`src/rtl/planificador_serial_pkg.sv`:
```
// Shared definitions for the planificador_serial byte scheduler:
// FSM state encoding, line symbols and the grant_id width.
package planificador_pkg;

  localparam int          GRANT_W    = 4;
  localparam logic [7:0]  K_COMMA    = 8'hBC;
  localparam logic [3:0]  TAG_PREFIX = 4'hF;

  typedef enum logic [1:0] {
    ST_OFF,
    ST_SYNC,
    ST_ACTIVE
  } state_e;

endpackage

```
`src/rtl/planificador_serial_rr_selector.sv`:
```
// rr_selector: combinational round-robin picker. Keeps the current holder
// while its burst lasts, otherwise scans ptr+1, ptr+2, ... modulo N_REQ.
// The scan reaches ptr itself last, so a lone holder whose burst expired is
// picked again.
module rr_selector
  import planificador_pkg::*;
#(
  parameter int N_REQ = 4
) (
  input  logic [N_REQ-1:0]   req,
  input  logic [GRANT_W-1:0] ptr,
  input  logic [GRANT_W-1:0] holder,
  input  logic               holder_valid,
  input  logic               burst_expired,
  output logic [GRANT_W-1:0] sel,
  output logic               sel_valid
);

  logic [N_REQ-1:0] req_sh;
  int               idx;

  // Holder-first selection, then wrap-around scan starting after the pointer.
  always_comb begin
    // NOTE: every variable gets a default before any branch so no latch is inferred.
    sel       = '0;
    sel_valid = 1'b0;
    idx       = 0;
    req_sh    = req >> holder;
    if (holder_valid && !burst_expired && req_sh[0]) begin
      sel       = holder;
      sel_valid = 1'b1;
    end else begin
      for (int k = 1; k <= N_REQ; k++) begin
        idx    = (int'(ptr) + k) % N_REQ;
        req_sh = req >> idx;
        if (!sel_valid && req_sh[0]) begin
          sel       = GRANT_W'(idx);
          sel_valid = 1'b1;
        end
      end
    end
  end

endmodule

```
`src/rtl/planificador_serial.sv`:
```
// planificador_serial: shares one paralelo_serial lane among N_REQ byte
// sources. OFF -> SYNC (SYNC_LEN idle cycles, line shows the comma) ->
// ACTIVE (round-robin with a BURST_MAX burst limit).
// Optional: define CHANNEL_TAG_EN to insert a {F, id} tag byte before the
// first byte of every new requester run.
module planificador_serial
  import planificador_pkg::*;
#(
  parameter int N_REQ     = 4,
  parameter int SYNC_LEN  = 8,
  parameter int BURST_MAX = 4
) (
  input  logic                 clk_4f,
  input  logic                 reset,
  input  logic                 enable_link,
  input  logic [N_REQ-1:0]     req_valid,
  input  logic [8*N_REQ-1:0]   req_data,
  output logic [N_REQ-1:0]     req_ready,
  output logic                 valid_out,
  output logic [7:0]           data_out,
  output logic [GRANT_W-1:0]   grant_id,
  output logic                 link_active
);

  localparam int SW = $clog2(SYNC_LEN + 1);
  localparam int BW = $clog2(BURST_MAX + 1);
  localparam logic [SW-1:0]      SYNC_LAST = SW'(SYNC_LEN - 1);
  localparam logic [BW-1:0]      BURST_LIM = BW'(BURST_MAX);
  localparam logic [GRANT_W-1:0] PTR_RST   = GRANT_W'(N_REQ - 1);

  state_e             state_q, state_d;
  logic [SW-1:0]      sync_q, sync_d;
  logic [BW-1:0]      burst_q, burst_d;
  logic [GRANT_W-1:0] ptr_q, ptr_d;
  logic               valid_q, valid_d;
  logic [7:0]         data_q, data_d;
  logic [GRANT_W-1:0] grant_q, grant_d;
  logic               link_q, link_d;
`ifdef CHANNEL_TAG_EN
  logic               first_q, first_d;
`endif

  logic [GRANT_W-1:0] sel;
  logic               sel_valid;
  logic               holder_valid;
  logic               burst_expired;
  logic [8*N_REQ-1:0] data_sh;

  // The holder is the last requester that transferred; it exists only while
  // a burst is running (burst_q != 0).
  assign holder_valid  = (burst_q != '0);
  assign burst_expired = (burst_q >= BURST_LIM);
  assign data_sh       = req_data >> {sel, 3'b000};

  rr_selector #(.N_REQ(N_REQ)) u_sel (
    .req           (req_valid),
    .ptr           (ptr_q),
    .holder        (ptr_q),
    .holder_valid  (holder_valid),
    .burst_expired (burst_expired),
    .sel           (sel),
    .sel_valid     (sel_valid)
  );

  // Next-state, ready and output computation for the link FSM.
  always_comb begin
    state_d   = state_q;
    sync_d    = sync_q;
    burst_d   = burst_q;
    ptr_d     = ptr_q;
    valid_d   = 1'b0;
    data_d    = data_q;
    grant_d   = grant_q;
    req_ready = '0;
`ifdef CHANNEL_TAG_EN
    first_d   = first_q;
`endif
    if (!enable_link) begin
      state_d = ST_OFF;
      sync_d  = '0;
      burst_d = '0;
      ptr_d   = PTR_RST;
    end else begin
      case (state_q)
        ST_OFF: begin
          state_d = ST_SYNC;
          sync_d  = '0;
        end
        ST_SYNC: begin
          if (sync_q == SYNC_LAST) begin
            state_d = ST_ACTIVE;
            sync_d  = '0;
          end else begin
            sync_d = sync_q + SW'(1);
          end
        end
        ST_ACTIVE: begin
          if (!sel_valid) begin
            burst_d = '0;
`ifdef CHANNEL_TAG_EN
          end else if (first_q || (sel != grant_q)) begin
            // Tag cycle: nothing accepted, burst and pointer untouched.
            valid_d = 1'b1;
            data_d  = {TAG_PREFIX, sel};
            grant_d = sel;
            first_d = 1'b0;
`endif
          end else begin
            req_ready = N_REQ'(1) << sel;
            valid_d   = 1'b1;
            data_d    = data_sh[7:0];
            grant_d   = sel;
            ptr_d     = sel;
            burst_d   = (holder_valid && (sel == ptr_q) && !burst_expired)
                        ? burst_q + BW'(1) : BW'(1);
          end
        end
        default: state_d = ST_OFF;
      endcase
    end
`ifdef CHANNEL_TAG_EN
    if (state_q != ST_ACTIVE) first_d = 1'b1;
`endif
    link_d = (state_d == ST_ACTIVE);
  end

  // State and registered outputs, asynchronously cleared by reset.
  always_ff @(posedge clk_4f or posedge reset) begin
    if (reset) begin
      state_q <= ST_OFF;
      sync_q  <= '0;
      burst_q <= '0;
      ptr_q   <= PTR_RST;
      valid_q <= 1'b0;
      data_q  <= 8'h00;
      grant_q <= '0;
      link_q  <= 1'b0;
`ifdef CHANNEL_TAG_EN
      first_q <= 1'b1;
`endif
    end else begin
      // NOTE: non-blocking assignments so every flop samples pre-edge values.
      state_q <= state_d;
      sync_q  <= sync_d;
      burst_q <= burst_d;
      ptr_q   <= ptr_d;
      valid_q <= valid_d;
      data_q  <= data_d;
      grant_q <= grant_d;
      link_q  <= link_d;
`ifdef CHANNEL_TAG_EN
      first_q <= first_d;
`endif
    end
  end

  assign valid_out   = valid_q;
  assign data_out    = data_q;
  assign grant_id    = grant_q;
  assign link_active = link_q;

endmodule

```
`config.mk`:
```
export PLATFORM = sky130hd
export DESIGN_NAME = planificador_serial
export DESIGN_NICKNAME = d
export VERILOG_FILES = /design/src/rtl/planificador_serial_pkg.sv /design/src/rtl/planificador_serial_rr_selector.sv /design/src/rtl/planificador_serial.sv
export SDC_FILE = /design/constraint.sdc
export NUM_CORES = 1
export LEC_CHECK = 0
export ABC_AREA = 1
export CORE_AREA = 2 2 77 79
export DETAILED_ROUTE_END_ITERATION = 7
export DIE_AREA = 0 0 79 81
export GPL_TIMING_DRIVEN = 0
export MAX_ROUTING_LAYER = met4
export PLACE_DENSITY = 0.68
export SYNTH_ARGS = -nofsm -noshare
export SYNTH_HDL_FRONTEND = slang
export SYNTH_HIERARCHICAL = 1
export SYNTH_SLANG_ARGS = --single-unit
```
`constraint.sdc`:
```
create_clock -name clk_4f -period 2.5 [get_ports clk_4f]
set_input_delay 0.25 -clock clk_4f [delete_from_list [all_inputs] [get_ports clk_4f]]
set_output_delay 0.25 -clock clk_4f [all_outputs]
set_load 0.05 [all_outputs]
```
==> results.tsv <==
metric	value	unit
most numerous cell in the Yosys netlist	nand2_1	
die area	6400	sq um
Adder-Cell Fraction of Synth Area	2.01	%
ys flop type	dfrtp_1	
fin crit period	2590	ps
#FFs+latches synth	27	
# port buffers	56	
die width	79	microns
IO Count	57	
top post-synthesis cells by area	dfrtp_1 (33%), nand2_1 (16%), nand3_1 (7.8%)	
DR vias/cell	4.72	
H-tree level count	1	
ys async rst share	100	%
Crit. End Element	output pin	
Die Ht	81	microns
Reg-to-Reg End	burst_q[0]$_DFFE_PP0P_	
row count	28	
top cell type by total area after synthesis	dfrtp_1	
Layout area overhead	59.9	%
share of Yosys cell area claimed by the top area cell type	33.5	%
Global Route Usage Sum	16.9	%
EDFF count, synth	0	
XOR/XNOR Fraction of Synth Area	0.937	%
sw frac	31.7	%
Max Cap Viol	0	
Layout Nets	386	
Simple-Gate Fraction of Synth Area	39.6	%
Finished Cell Area	2990	sq um
Min-Delay Path Class	primary input to async pin	
fraction of layout cells with a size suffix above 1	28.9	%
Critical R2R Launch	ptr_q[0]$_DFFE_PP1P_	
Clk pwr share	25.0	%
effective utilization at floorplan	32.9	%
WP data arrival	2340	ps
Crit path required time	2250	ps
synthesized instance count	258	
Ys Warns	6	
Core ar.	5680	sq um
sequential share of the synthesized area	36.3	%
Routed Antenna Nets	0	
WL final	5070	microns
Slew HR	31.6	%
Reg power frac	44.1	%
gpl congestion	0.785	
maximum vdd ir drop	0.000226	V
DR pass1 iterations	4	
first-pass GRT wire length	8380	microns
worst-path fanout max	8	
status	finished with violations	
number of global-route vias before repair	1948	
mux contribution to synthesized area	0	%
setup ws final	-91.2	ps
clock tree buffer depth	2	
Internal Power	0.000724	W
Avg Cell Area, Syn	7.25	sq um
top cells by count, synth	nand2_1 (82), nand3_1 (29), inv_1 (27)	
CTS Sinks	27	
Power Dens Cells	355	nW/um^2
leakage power	1.45	nW
CTS Root Cell	clkbuf_8	
CTS tree	done	
initial detailed-routing violation count	103	
Place WS	-927	ps
crit start category	flip-flop	
via count	1973	
Worst Max-Slew Pin Slew	1030	ps
crit path to	req_ready[2]	
Final HPWL DP	3480	microns
critical path class	flip-flop to output pin	
Worst Setup SP	ptr_q[0]$_DFFE_PP1P_	
WL per Instance	12.1	microns
clk slew on worst S/H paths	100	ps
Final Cycle Share	104	%
r2r setup slk	90	ps
R2R depth	20	
Synth Area in Compound Gates	11.0	%
final count of pins violating max slew	0	
largest family of logic cells by synthesized area	simple AND/OR/NAND/NOR gates	
Clock Latency Late Sink	280	ps
antenna cells	0	
max frequency	386	MHz
DRC violations left	0	
post-synthesis cell type count	32	
Hold Vio Cnt, Final	0	
unrepaired setup endpoints after global routing	yes	
failing checks	setup timing	
placed cell areas	2550	sq um
count of final setup violators	4	
synthesized area	1870	sq um
Logic pwr share	31.0	%
total grt overflow	0	
Net Switching	0.000337	W
fillers	534	
Fin Clk Skew	8.35	ps
TritonCTS Buffers	3	
# hold bufs at CTS	0	
largest net degree at the start of global routing	28	
initial antenna violation count	0	
## placed cells by master, fill, tap and decap left out, types with 5 or more instances in the layout
cell type	synthesis	final
buf_4	3	24
nand2_2	11	14
nor2_4	2	7
buf_6	2	6
nand3_2	1	5
nand2_4	3	13
inv_1	27	23
nand3_1	29	24
a22o_1	12	12
inv_2	5	7
o21ai_0	7	6
nor2_1	17	11
nand2_1	82	69
dfrtp_1	25	25
clkdlybuf4s50_1	0	52
## state kept, by name, summed over array words and instances (netlist names)
register / count
data_out: 8
grant_id: 4
ptr_q: 4
sync_q: 4
burst_q: 3
state_q: 2
link_active: 1
valid_out: 1
## worst max-delay path, cell delays in order, from the launching register on
cell and delay (ps):
dfstp_2 560, buf_6 130, inv_8 50, nand2_4 60, nand2_4 80, nand2_4 90
nand2_4 70, nor2_4 140, nand3_2 80, nand3_2 70, nand2_2 60, nand2_4 100
clkinvlp_4 120, nor2_4 130, inv_2 60, nor2_2 90, buf_6 160
## power groups by stage
stage,logic (W),registers [W],clock network [W]
floorplan,0.000100,0.000537,0
global placement,0.000279,0.000475,0
detailed placement,0.000280,0.000475,0
CTS,0.000307,0.000467,0.000269
global route,0.000354,0.000470,0.000287
finish,0.000329,0.000467,0.000265
## per-layer routing
metal / GRT usage, % / wire [microns]
met5: - / 0
met4: 5.52 / 110
met3: 3.33 / 295
met2: 30.7 / 2580
met1: 18.6 / 2090
## worst min path at each step
stage | startpoint | end | slack [ps] | cells past startpoint
2_1_floorplan | reset | burst_q[0]$_DFFE_PP0P_ | 300 | 1
3_3_place_gp | data_out[5]$_DFFE_PP0P_ | data_out[5]$_DFFE_PP0P_ | 470 | 2
3_5_place_dp | data_out[5]$_DFFE_PP0P_ | data_out[5]$_DFFE_PP0P_ | 470 | 2
4_1_cts | data_out[5]$_DFFE_PP0P_ | data_out[5]$_DFFE_PP0P_ | 500 | 2
5_1_grt | data_out[7]$_DFFE_PP0P_ | data_out[7]$_DFFE_PP0P_ | 530 | 2
6_report | reset | data_out[6]$_DFFE_PP0P_ | 500 | 2
## timing repair
action	4_1_cts	5_1_grt
endpoints found under the setup margin	6	5
setup buffers	16	7
pin swaps	16	7
resized for setup	53	26
gates cloned	1	0
## kinds of logic (layout without fill, tap and decap cells)
kind of cell / Yosys count / in the layout
AND/OR/NAND/NOR: 154 / 154
flip-flops: 27 / 27
XOR/XNOR: 2 / 2
AO/OA/AOI/OAI: 30 / 30
other: 1 / 2
adder cells (fa/ha/maj): 3 / 3
buffers and inverters: 41 / 125
## metrics by stage
| stage | util [%] | cells | hold slack [ps] | power [W] | setup TNS [ps] |
|---|---|---|---|---|---|
| final | 52.7 | 418 | 496 | 0.00106 | -309 |
| after floorplan | - | 259 | 301 | 0.000637 | -160 |
| after detailed placement | 45.0 | 390 | 469 | 0.000756 | -3520 |
| after global placement | 45.0 | 390 | 465 | 0.000754 | -3570 |
| after CTS | 49.5 | 411 | 499 | 0.00104 | -341 |
| after global routing | 52.7 | 418 | 534 | 0.00111 | -846 |
## final cells by class
cell class                 count  area (sq um)  area share [%]
clock inverter                 1          7.51           0.251
clock buffer                   3          41.3            1.38
inverter                      33           138            4.60
timing repair buffer          80           763            25.5
multi-input combinational    191          1200            40.1
tap                           75          93.8            3.14
sequential                    27           678            22.7
buffer                         8          67.6            2.26
No activity file was read; power rests on OpenSTA's default activity.
